--- src/rtl/wb_trace_buffer_if.sv ---
// Writeback trace bus: the pipeline writeback strobe on one side and the
// first-word fall-through read port of the trace FIFO on the other.
interface wb_trace_buffer_if;
    logic        wb_en;
    logic [4:0]  wb_rd;
    logic [31:0] wb_data;
    logic        rd_valid;
    logic        rd_ready;
    logic [4:0]  rd_rd;
    logic [31:0] rd_data;
    logic [15:0] rd_seq;

    // Producer/consumer side (pipeline plus trace reader)
    modport master (
        output wb_en, wb_rd, wb_data, rd_ready,
        input  rd_valid, rd_rd, rd_data, rd_seq
    );

    // Trace buffer side
    modport slave (
        input  wb_en, wb_rd, wb_data, rd_ready,
        output rd_valid, rd_rd, rd_data, rd_seq
    );
endinterface

--- src/rtl/wb_trace_buffer.sv ---
// Writeback trace buffer: captures {rd, data, seq} of every register-file
// writeback (except r0) while enabled, into a fall-through FIFO. seq and
// retire_cnt advance even for dropped events so a reader can spot gaps.
module wb_trace_buffer #(
    parameter int DEPTH        = 16,
    parameter bit STOP_ON_FULL = 1'b0
) (
    input  logic                    clk,
    input  logic                    rst,
    input  logic                    trc_enable,
    input  logic                    clr_ovf,
    wb_trace_buffer_if.slave        bus,
    output logic [$clog2(DEPTH):0]  count,
    output logic                    overflow,
    output logic [31:0]             retire_cnt
);
    localparam int AW = $clog2(DEPTH);
    localparam int CW = AW + 1;
    localparam logic [CW-1:0] FULL_CNT = CW'(DEPTH);

    typedef enum logic [1:0] {
        IDLE = 2'd0,
        RUN  = 2'd1,
        HALT = 2'd2
    } state_t;

    typedef struct packed {
        logic [4:0]  rd;
        logic [31:0] data;
        logic [15:0] seq;
    } entry_t;

    state_t        state_q, state_d;
    logic [AW-1:0] wptr_q, wptr_d;
    logic [AW-1:0] rptr_q, rptr_d;
    logic [CW-1:0] count_q, count_d;
    logic          ovf_q, ovf_d;
    logic [15:0]   seq_q, seq_d;
    logic [31:0]   retire_q, retire_d;
    entry_t        mem_q [DEPTH];
    entry_t        head;

    logic eligible, full, pop, drop, push;

    // Classify this cycle's event: capture, drop, and read-side pop
    always_comb begin
        eligible = bus.wb_en && (bus.wb_rd != 5'd0) && (state_q == RUN);
        full     = (count_q == FULL_CNT);
        pop      = (count_q != '0) && bus.rd_ready;
        // A pop in the same cycle frees a slot, so a full FIFO only drops
        // when nothing is being read out.
        drop     = eligible && full && !pop;
        push     = eligible && !drop;
    end

    // Next-state logic for capture FSM, pointers, occupancy and counters
    always_comb begin
        state_d  = state_q;
        wptr_d   = wptr_q;
        rptr_d   = rptr_q;
        count_d  = count_q;
        ovf_d    = ovf_q;
        seq_d    = seq_q;
        retire_d = retire_q;

        case (state_q)
            IDLE: if (trc_enable) state_d = RUN;
            RUN: begin
                if (!trc_enable)                state_d = IDLE;
                else if (drop && STOP_ON_FULL)  state_d = HALT;
            end
            HALT: if (!trc_enable) state_d = IDLE;
            default: state_d = IDLE;
        endcase

        if (push) wptr_d = wptr_q + 1'b1;
        if (pop)  rptr_d = rptr_q + 1'b1;

        case ({push, pop})
            2'b10:   count_d = count_q + 1'b1;
            2'b01:   count_d = count_q - 1'b1;
            default: count_d = count_q;
        endcase

        if (eligible) begin
            seq_d    = seq_q + 16'd1;
            retire_d = retire_q + 32'd1;
        end

        // A drop in the same cycle as a clear keeps the flag set
        if (drop)         ovf_d = 1'b1;
        else if (clr_ovf) ovf_d = 1'b0;
    end

    // Control and counter registers, asynchronously cleared
    always_ff @(posedge clk or negedge rst) begin
        if (!rst) begin
            state_q  <= IDLE;
            wptr_q   <= '0;
            rptr_q   <= '0;
            count_q  <= '0;
            ovf_q    <= 1'b0;
            seq_q    <= '0;
            retire_q <= '0;
        end else begin
            state_q  <= state_d;
            wptr_q   <= wptr_d;
            rptr_q   <= rptr_d;
            count_q  <= count_d;
            ovf_q    <= ovf_d;
            seq_q    <= seq_d;
            retire_q <= retire_d;
        end
    end

    // Entry storage; contents are left unreset, occupancy guards validity
    always_ff @(posedge clk) begin
        if (push) mem_q[wptr_q] <= {bus.wb_rd, bus.wb_data, seq_q};
    end

    assign head         = mem_q[rptr_q];
    assign bus.rd_valid = (count_q != '0);
    assign bus.rd_rd    = head.rd;
    assign bus.rd_data  = head.data;
    assign bus.rd_seq   = head.seq;
    assign count        = count_q;
    assign overflow     = ovf_q;
    assign retire_cnt   = retire_q;
endmodule

--- src/flat_wrapper.sv ---
// flat-port wrapper written by rule: the top's interface ports become plain ports
module wb_trace_buffer_flat 
#(
    parameter int DEPTH        = 16,
    parameter bit STOP_ON_FULL = 1'b0
)
  (clk, rst, trc_enable, clr_ovf, count, overflow, retire_cnt, bus_wb_en, bus_wb_rd, bus_wb_data, bus_rd_ready, bus_rd_valid, bus_rd_rd, bus_rd_data, bus_rd_seq);
  wb_trace_buffer_if bus_i ();
  input  logic clk;
  input  logic rst;
  input  logic trc_enable;
  input  logic clr_ovf;
  output logic [$clog2(DEPTH):0] count;
  output logic overflow;
  output logic [31:0] retire_cnt;
  input wire logic [$bits(bus_i.wb_en)-1:0] bus_wb_en;
  input wire logic [$bits(bus_i.wb_rd)-1:0] bus_wb_rd;
  input wire logic [$bits(bus_i.wb_data)-1:0] bus_wb_data;
  input wire logic [$bits(bus_i.rd_ready)-1:0] bus_rd_ready;
  output wire logic [$bits(bus_i.rd_valid)-1:0] bus_rd_valid;
  output wire logic [$bits(bus_i.rd_rd)-1:0] bus_rd_rd;
  output wire logic [$bits(bus_i.rd_data)-1:0] bus_rd_data;
  output wire logic [$bits(bus_i.rd_seq)-1:0] bus_rd_seq;
  assign bus_i.wb_en = bus_wb_en;
  assign bus_i.wb_rd = bus_wb_rd;
  assign bus_i.wb_data = bus_wb_data;
  assign bus_i.rd_ready = bus_rd_ready;
  assign bus_rd_valid = bus_i.rd_valid;
  assign bus_rd_rd = bus_i.rd_rd;
  assign bus_rd_data = bus_i.rd_data;
  assign bus_rd_seq = bus_i.rd_seq;
  wb_trace_buffer #(.DEPTH(DEPTH), .STOP_ON_FULL(STOP_ON_FULL)) u_core (.clk(clk), .rst(rst), .trc_enable(trc_enable), .clr_ovf(clr_ovf), .bus(bus_i), .count(count), .overflow(overflow), .retire_cnt(retire_cnt));
endmodule
--- config.mk ---
export PLATFORM = sky130hd
export DESIGN_NAME = wb_trace_buffer_flat
export DESIGN_NICKNAME = d
export VERILOG_FILES = /design/src/rtl/wb_trace_buffer_if.sv /design/src/rtl/wb_trace_buffer.sv /design/src/flat_wrapper.sv
export SDC_FILE = /design/constraint.sdc
export NUM_CORES = 1
export LEC_CHECK = 0
export ABC_AREA = 1
export CAP_MARGIN = 10
export CORE_AREA = 5 5 267 269
export DETAILED_ROUTE_END_ITERATION = 10
export DIE_AREA = 0 0 272 274
export PLACE_DENSITY = 0.75
export SKIP_LAST_GASP = 1
export SLEW_MARGIN = 20
export SYNTH_ARGS = -nofsm -noshare
export SYNTH_HDL_FRONTEND = slang
export SYNTH_SLANG_ARGS = --single-unit
export TNS_END_PERCENT = 10
--- constraint.sdc ---
create_clock -name clk -period 3.4 [get_ports clk]
set_input_delay 0.68 -clock clk [delete_from_list [all_inputs] [get_ports clk]]
set_output_delay 0.68 -clock clk [all_outputs]
set_load 0.02 [all_outputs]
# Word level (Yosys, flattened, before mapping)
# Memories as Yosys holds them, arrays and structs flattened.
# Cells that the tools add are included.
[totals] reg_bits=64 ram_bits=848 inputBits=43 out_inout_bits=92 memories=1
[op_classes] n_addsub=6 n_eq_ne=7 muxes=8 reduce_logical=15
[mem_list] name="u_core.mem_q" words=16 width=53 read_ports=1 rd_ports_with_merged_regs=0 write_ports=1 line="wb_trace_buffer.sv:40" source="entry_t mem_q [DEPTH];"
[ops] operator="32-bit by 1-bit adder with 32-bit output (second input constant)" count=1
[ops] operator="16-bit by 1-bit adder with 16-bit output (second input constant)" count=1
[ops] operator="5-bit case mux with 2 select lines" count=1
[ops] operator="5-bit nonzero test" count=2
[ops] operator="4-bit by 1-bit adder with 4-bit output (second input constant)" count=2
[ops] operator="1-bit logical AND" count=6
[ops] operator="5-bit by 1-bit adder with 5-bit output (second input constant)" count=1
[ops] operator="5-bit == test (second input constant)" count=1
[ops] operator="5-bit by 1-bit subtractor with 5-bit output (second input constant)" count=1
[ops] operator="2-bit by 1-bit == test with 1-bit output (second input constant)" count=2
[ops] operator="2-bit == test (second input constant)" count=2
[ops] operator="1-bit 2-to-1 mux" count=4
[ops] operator="2-bit 2-to-1 mux" count=2
[ops] operator="2-bit inequality test (second input constant)" count=2
[ops] operator="2-bit case mux with 2 select lines" count=1
[ops] operator="2-bit nonzero test" count=2
[ops] operator="1-bit zero test" count=2
[ops] operator="2-bit zero test" count=1
[ops] operator="2-bit AND reduction" count=1
[ops] operator="2-bit OR reduction" count=1

# Logic depth before layout (Yosys ltp)
[depth] depth_word=9 ltp_mapped=15 depth_no_buf=15

# Worst setup path before layout
# Ideal clock, no wire load.
[synth_path] kind="input-to-reg" from="input bus_wb_rd[3]" to="memory u_core.mem_q[0][0] (netlist name), enable pin" setup_ns=0.464 arrival_ns=3.474 t_required_ns=2.936 slack_ns=-0.538 cell_stages=7 path_buffers=1 path_cell_list="nor2_1 > nand3_1 > nand2_1 > inv_1 > buf_2 > nand2_1 > nor2_1"
[synth_via] elab_chain_len=9
[synth_rtl] element="start, declared" line="flat_wrapper.sv:17" source="input wire logic [$bits(bus_i.wb_rd)-1:0] bus_wb_rd;"
[synth_rtl] element="5-bit nonzero test *" line="wb_trace_buffer.sv:47" source="eligible = bus.wb_en && (bus.wb_rd != 5'd0) && (state_q == RUN);"
[synth_rtl] element="1-bit logical AND * (2 in series)" line="wb_trace_buffer.sv:47"
[synth_rtl] element="1-bit logical AND (2 in series)" line="wb_trace_buffer.sv:52" source="drop = eligible && full && !pop;"
[synth_rtl] element="1-bit zero test" line="wb_trace_buffer.sv:53" source="push = eligible && !drop;"
[synth_rtl] element="1-bit logical AND *" line="wb_trace_buffer.sv:53"
[synth_rtl] element="1-bit 2-to-1 mux *" line="wb_trace_buffer.sv:118" source="if (push) mem_q[wptr_q] <= {bus.wb_rd, bus.wb_data, seq_q};"
[synth_rtl] element="1-bit 2-to-1 mux (implied by the code) *" line="wb_trace_buffer.sv:118"
[synth_rtl] element="end, declared" line="wb_trace_buffer.sv:40"
# Mark *: on every way between the ends. The rest lies on a longest branch, timed or not.

# Worst setup path in the final report
[layout_path] from="register u_core.rptr_q[0]" to="output bus_rd_seq[1]"
[layout_via] elab_chain_len=1
[layout_rtl] element="start, declared" line="wb_trace_buffer.sv:35" source="logic [AW-1:0] rptr_q, rptr_d;"
[layout_rtl] element="start signal, assigned" line="wb_trace_buffer.sv:108" source="rptr_q <= rptr_d;"
[layout_rtl] element="memory 16 x 53 bit"
[layout_rtl] element="end, declared" line="flat_wrapper.sv:23" source="output wire logic [$bits(bus_i.rd_seq)-1:0] bus_rd_seq;"
# No other way between the ends.

==> results.sh <==
export IMPL_clkSinkCount=911
export IMPL_synth_edff_count=848
export IMPL_cts_root_buf="clkbuf_16"
export IMPL_yosys_warnings=0
export IMPL_clkLatencyLatePin_ps=650
export IMPL_htreeDepth=3
export IMPL_cts_max_path_buffers=3
export IMPL_area_delta_synth_final_pct=15.98
export IMPL_yosys_area_share_simple_pct=10.37
export IMPL_via_per_inst=6.049
export IMPL_irDropWorstVdd_v=0.0004801
export IMPL_grt_pass1_vias=24890
export IMPL_rsz0062_at_grt="yes"
export IMPL_dp_slack_ps=292.2
export IMPL_synth_compound_area_share_pct=11.55
export IMPL_powerDensity_mw_per_mm2=831.5
export IMPL_finalMaxSlewViolations=0
export IMPL_cts_inserted_buffers=91
export IMPL_worstRegToRegCells=15
export IMPL_hold_viol_final=0
export IMPL_drtPass1Iterations=6
export IMPL_yosys_area_top_type="edfxtp_1"
export IMPL_rows=96
export IMPL_final_layout_size_suffix_gt1_share_pct=9.531
export IMPL_grt_use_met3_pct=3.946
export IMPL_num_vias=24690
export IMPL_hold_path_class="in -> async"
export IMPL_synth_xor_area_share_pct=0.7293
export IMPL_wl_per_cell_um=22.71
export IMPL_drc=0
export IMPL_maxCapViolations=0
export IMPL_fillers=4804
export IMPL_critPathKind="reg -> out"
export IMPL_setup_ws_ps=-211.6
export IMPL_die_w_um=272
export IMPL_met2_usage_pct=41.79
export IMPL_p_total_mw=35.90
export IMPL_grt_busiest_layer="met2"
export IMPL_clk_pin_slew_ps=60
export IMPL_postCtsHoldBufs=0
export IMPL_io_pin_count=135
export IMPL_fmaxAchievable_mhz=276.9
export IMPL_totalWireLength_um=92700
export IMPL_routabilityCongestion=0.8348
export IMPL_setup_tns_ps=-4020
export IMPL_ys_types=29
export IMPL_fin_nets=3182
export IMPL_r2r_end="u_core.count[4]"
export IMPL_insertedDiodeCount=0
export IMPL_post_dp_hpwl_um=48580
export IMPL_final_cell_mix="848 x edfxtp_1, 446 x nor2_1, 335 x o21ai_0, 255 x nand2_1, 212 x o211ai_1"
export IMPL_status="complete, but fails checks"
export IMPL_track_usage_pct=24.44
export IMPL_fp_dieH_um=274
export IMPL_final_util_pct=63.18
export IMPL_antenna_found_initial=2
export IMPL_critPathLaunchType="register"
export IMPL_finalCritPeriodShare_pct=106.2
export IMPL_p_leak_nw=14.76
export IMPL_coreArea_sq_mm=0.06835
export IMPL_cts_tree="built"
export IMPL_grt_ovfl_total=0
export IMPL_timing_rr_start="u_core.count[0]"
export IMPL_grt_pass1_wl_um=141600
export IMPL_crit_path_end_kind="output pin"
export IMPL_synthMuxAreaShare_pct=0
export IMPL_synth_avg_cell_area_sq_um=12.49
export IMPL_synthArstFlopShare_pct=6.915
export IMPL_final_common_cell="edfxtp_1"
export IMPL_ys_ff_latch=911
export IMPL_tightestPinTransition_ps=752.4
export IMPL_initial_core_util_pct=54.47
export IMPL_multi_input_area_sq_mm=0.008698
export IMPL_port_buffers=134
export IMPL_yosys_top_cells_area="edfxtp_1 68%, nor2_1 4.7%, o21ai_0 4.5%"
export IMPL_ys_flop_type="edfxtp_1"
export IMPL_grt_max_degree=88
export IMPL_finalSetupViolCount=34
export IMPL_finClkSkew_ps=37.15
export IMPL_reg2reg_slack_ps=1060
export IMPL_synth_top_area_share_pct=68.40
export IMPL_netlist_area_sq_mm=0.03723
export IMPL_crit_arrival_ps=2930
export IMPL_seq_area_sq_mm=0.02705
export IMPL_path_max_fanout=19
export IMPL_die_area_sq_mm=0.07453
export IMPL_slew_headroom_pct=49.84
export IMPL_violations="negative setup slack"
export IMPL_synth_seq_area_share_pct=72.64
export IMPL_final_min_clock_period_ps=3612
export IMPL_synth_top_family_by_area="compound AO/OA/AOI/OAI gates"
export IMPL_synthAdderAreaFrac_pct=0.3899
export IMPL_crit_required_ps=2720
export IMPL_drt_iter0_markers=3025
export IMPL_antenna_left=0
export IMPL_synth_cells=2981
export IMPL_syn_nets=3035
export IMPL_use_met1_pct=32.38
stage by stage:
step | hold WS (ps) | instances | cell area [sq um]
final | 91.60 | 4082 | 43180
after global routing | 126.6 | 4082 | 43180
after CTS | 83.33 | 4081 | 43140
after detailed placement | 501.9 | 3904 | 39970
after global placement | 497.0 | 3904 | 39970
after floorplan | 384.4 | 2981 | 37230
worst max path at each step:
stage	from	end	slack, ps	cells past startpoint
after floorplan	bus_wb_rd[3]	u_core.mem_q[0][0]	-540	7
after global placement	u_core.rptr_q[1]	bus_rd_seq[14]	320	7
after detailed placement	u_core.rptr_q[1]	bus_rd_seq[14]	290	7
after CTS	u_core.rptr_q[0]	bus_rd_rd[0]	-260	10
after global routing	u_core.rptr_q[0]	bus_rd_seq[3]	-360	9
final	u_core.rptr_q[0]	bus_rd_seq[1]	-210	7
cell families after synthesis:
| group | count (synthesis) |
|---|---|
| adder cells (fa/ha/maj) | 11 |
| buffers and inverters | 341 |
| flip-flops | 911 |
| XOR/XNOR | 31 |
| AND/OR/NAND/NOR | 934 |
| AO/OA/AOI/OAI | 753 |
final cells by class:
class | instances | share of cell area [%]
clock buffer | 112 | 5.503
clock inverter | 53 | 1.200
inverter | 159 | 1.449
multi-input combinational | 1729 | 20.15
sequential | 911 | 62.66
tap | 882 | 2.556
timing repair buffer | 235 | 6.453
timing repair inverter | 1 | 0.03767
timing repair:
item / CTS / global route
setup endpoints to repair: 53 / 53
pin swaps: 1 / 0
gates resized for setup: 52 / 7
gates cloned: 5 / 1
buffers inserted: 7 / 0
sequential cells by signal (all words and copies together) (netlist names):
register	count
u_core.mem_q	848
u_core.state_q	1
u_core.wptr_q	4
u_core.count	5
u_core.overflow	1
u_core.seq_q	16
u_core.rptr_q	4
u_core.retire_cnt	32
report_power, final:
group | switching [mW] | leakage [nW] | internal (mW)
clock | 4.26 | 1.41 | 5.53
sequential | 0.564 | 8.45 | 13.1
combinational | 8.16 | 4.90 | 4.34
cells in the mapped netlist, types with 23 or more instances:
cell,number
buf_1,23
a21oi_1,108
inv_1,155
edfxtp_1,848
nand2_1,255
xor2_1,25
nor2_1,462
o211ai_1,212
clkbuf_1,74
nand3_1,150
nor2_2,41
o21ai_1,97
buf_2,53
o21ai_0,335
dfrtp_1,63
worst max-delay path: stages (launching register included):
cell and delay [ps]:
dfrtp_4 650, buf_6 240, buf_4 200, o21ai_0 110
o211ai_1 190, nand3_1 110, nand2_1 140, clkdlybuf4s50_1 620
routing by layer:
| layer | share of wire (%) | up-vias |
|---|---|---|
| li1 | - | 11050 |
| met3 | 8.4 | 199 |
| met5 | 0.014 | - |
| met1 | 39 | 12210 |
| met2 | 50 | 1233 |
| met4 | 2.6 | 2 |
Power figures use the tool's default switching activity.
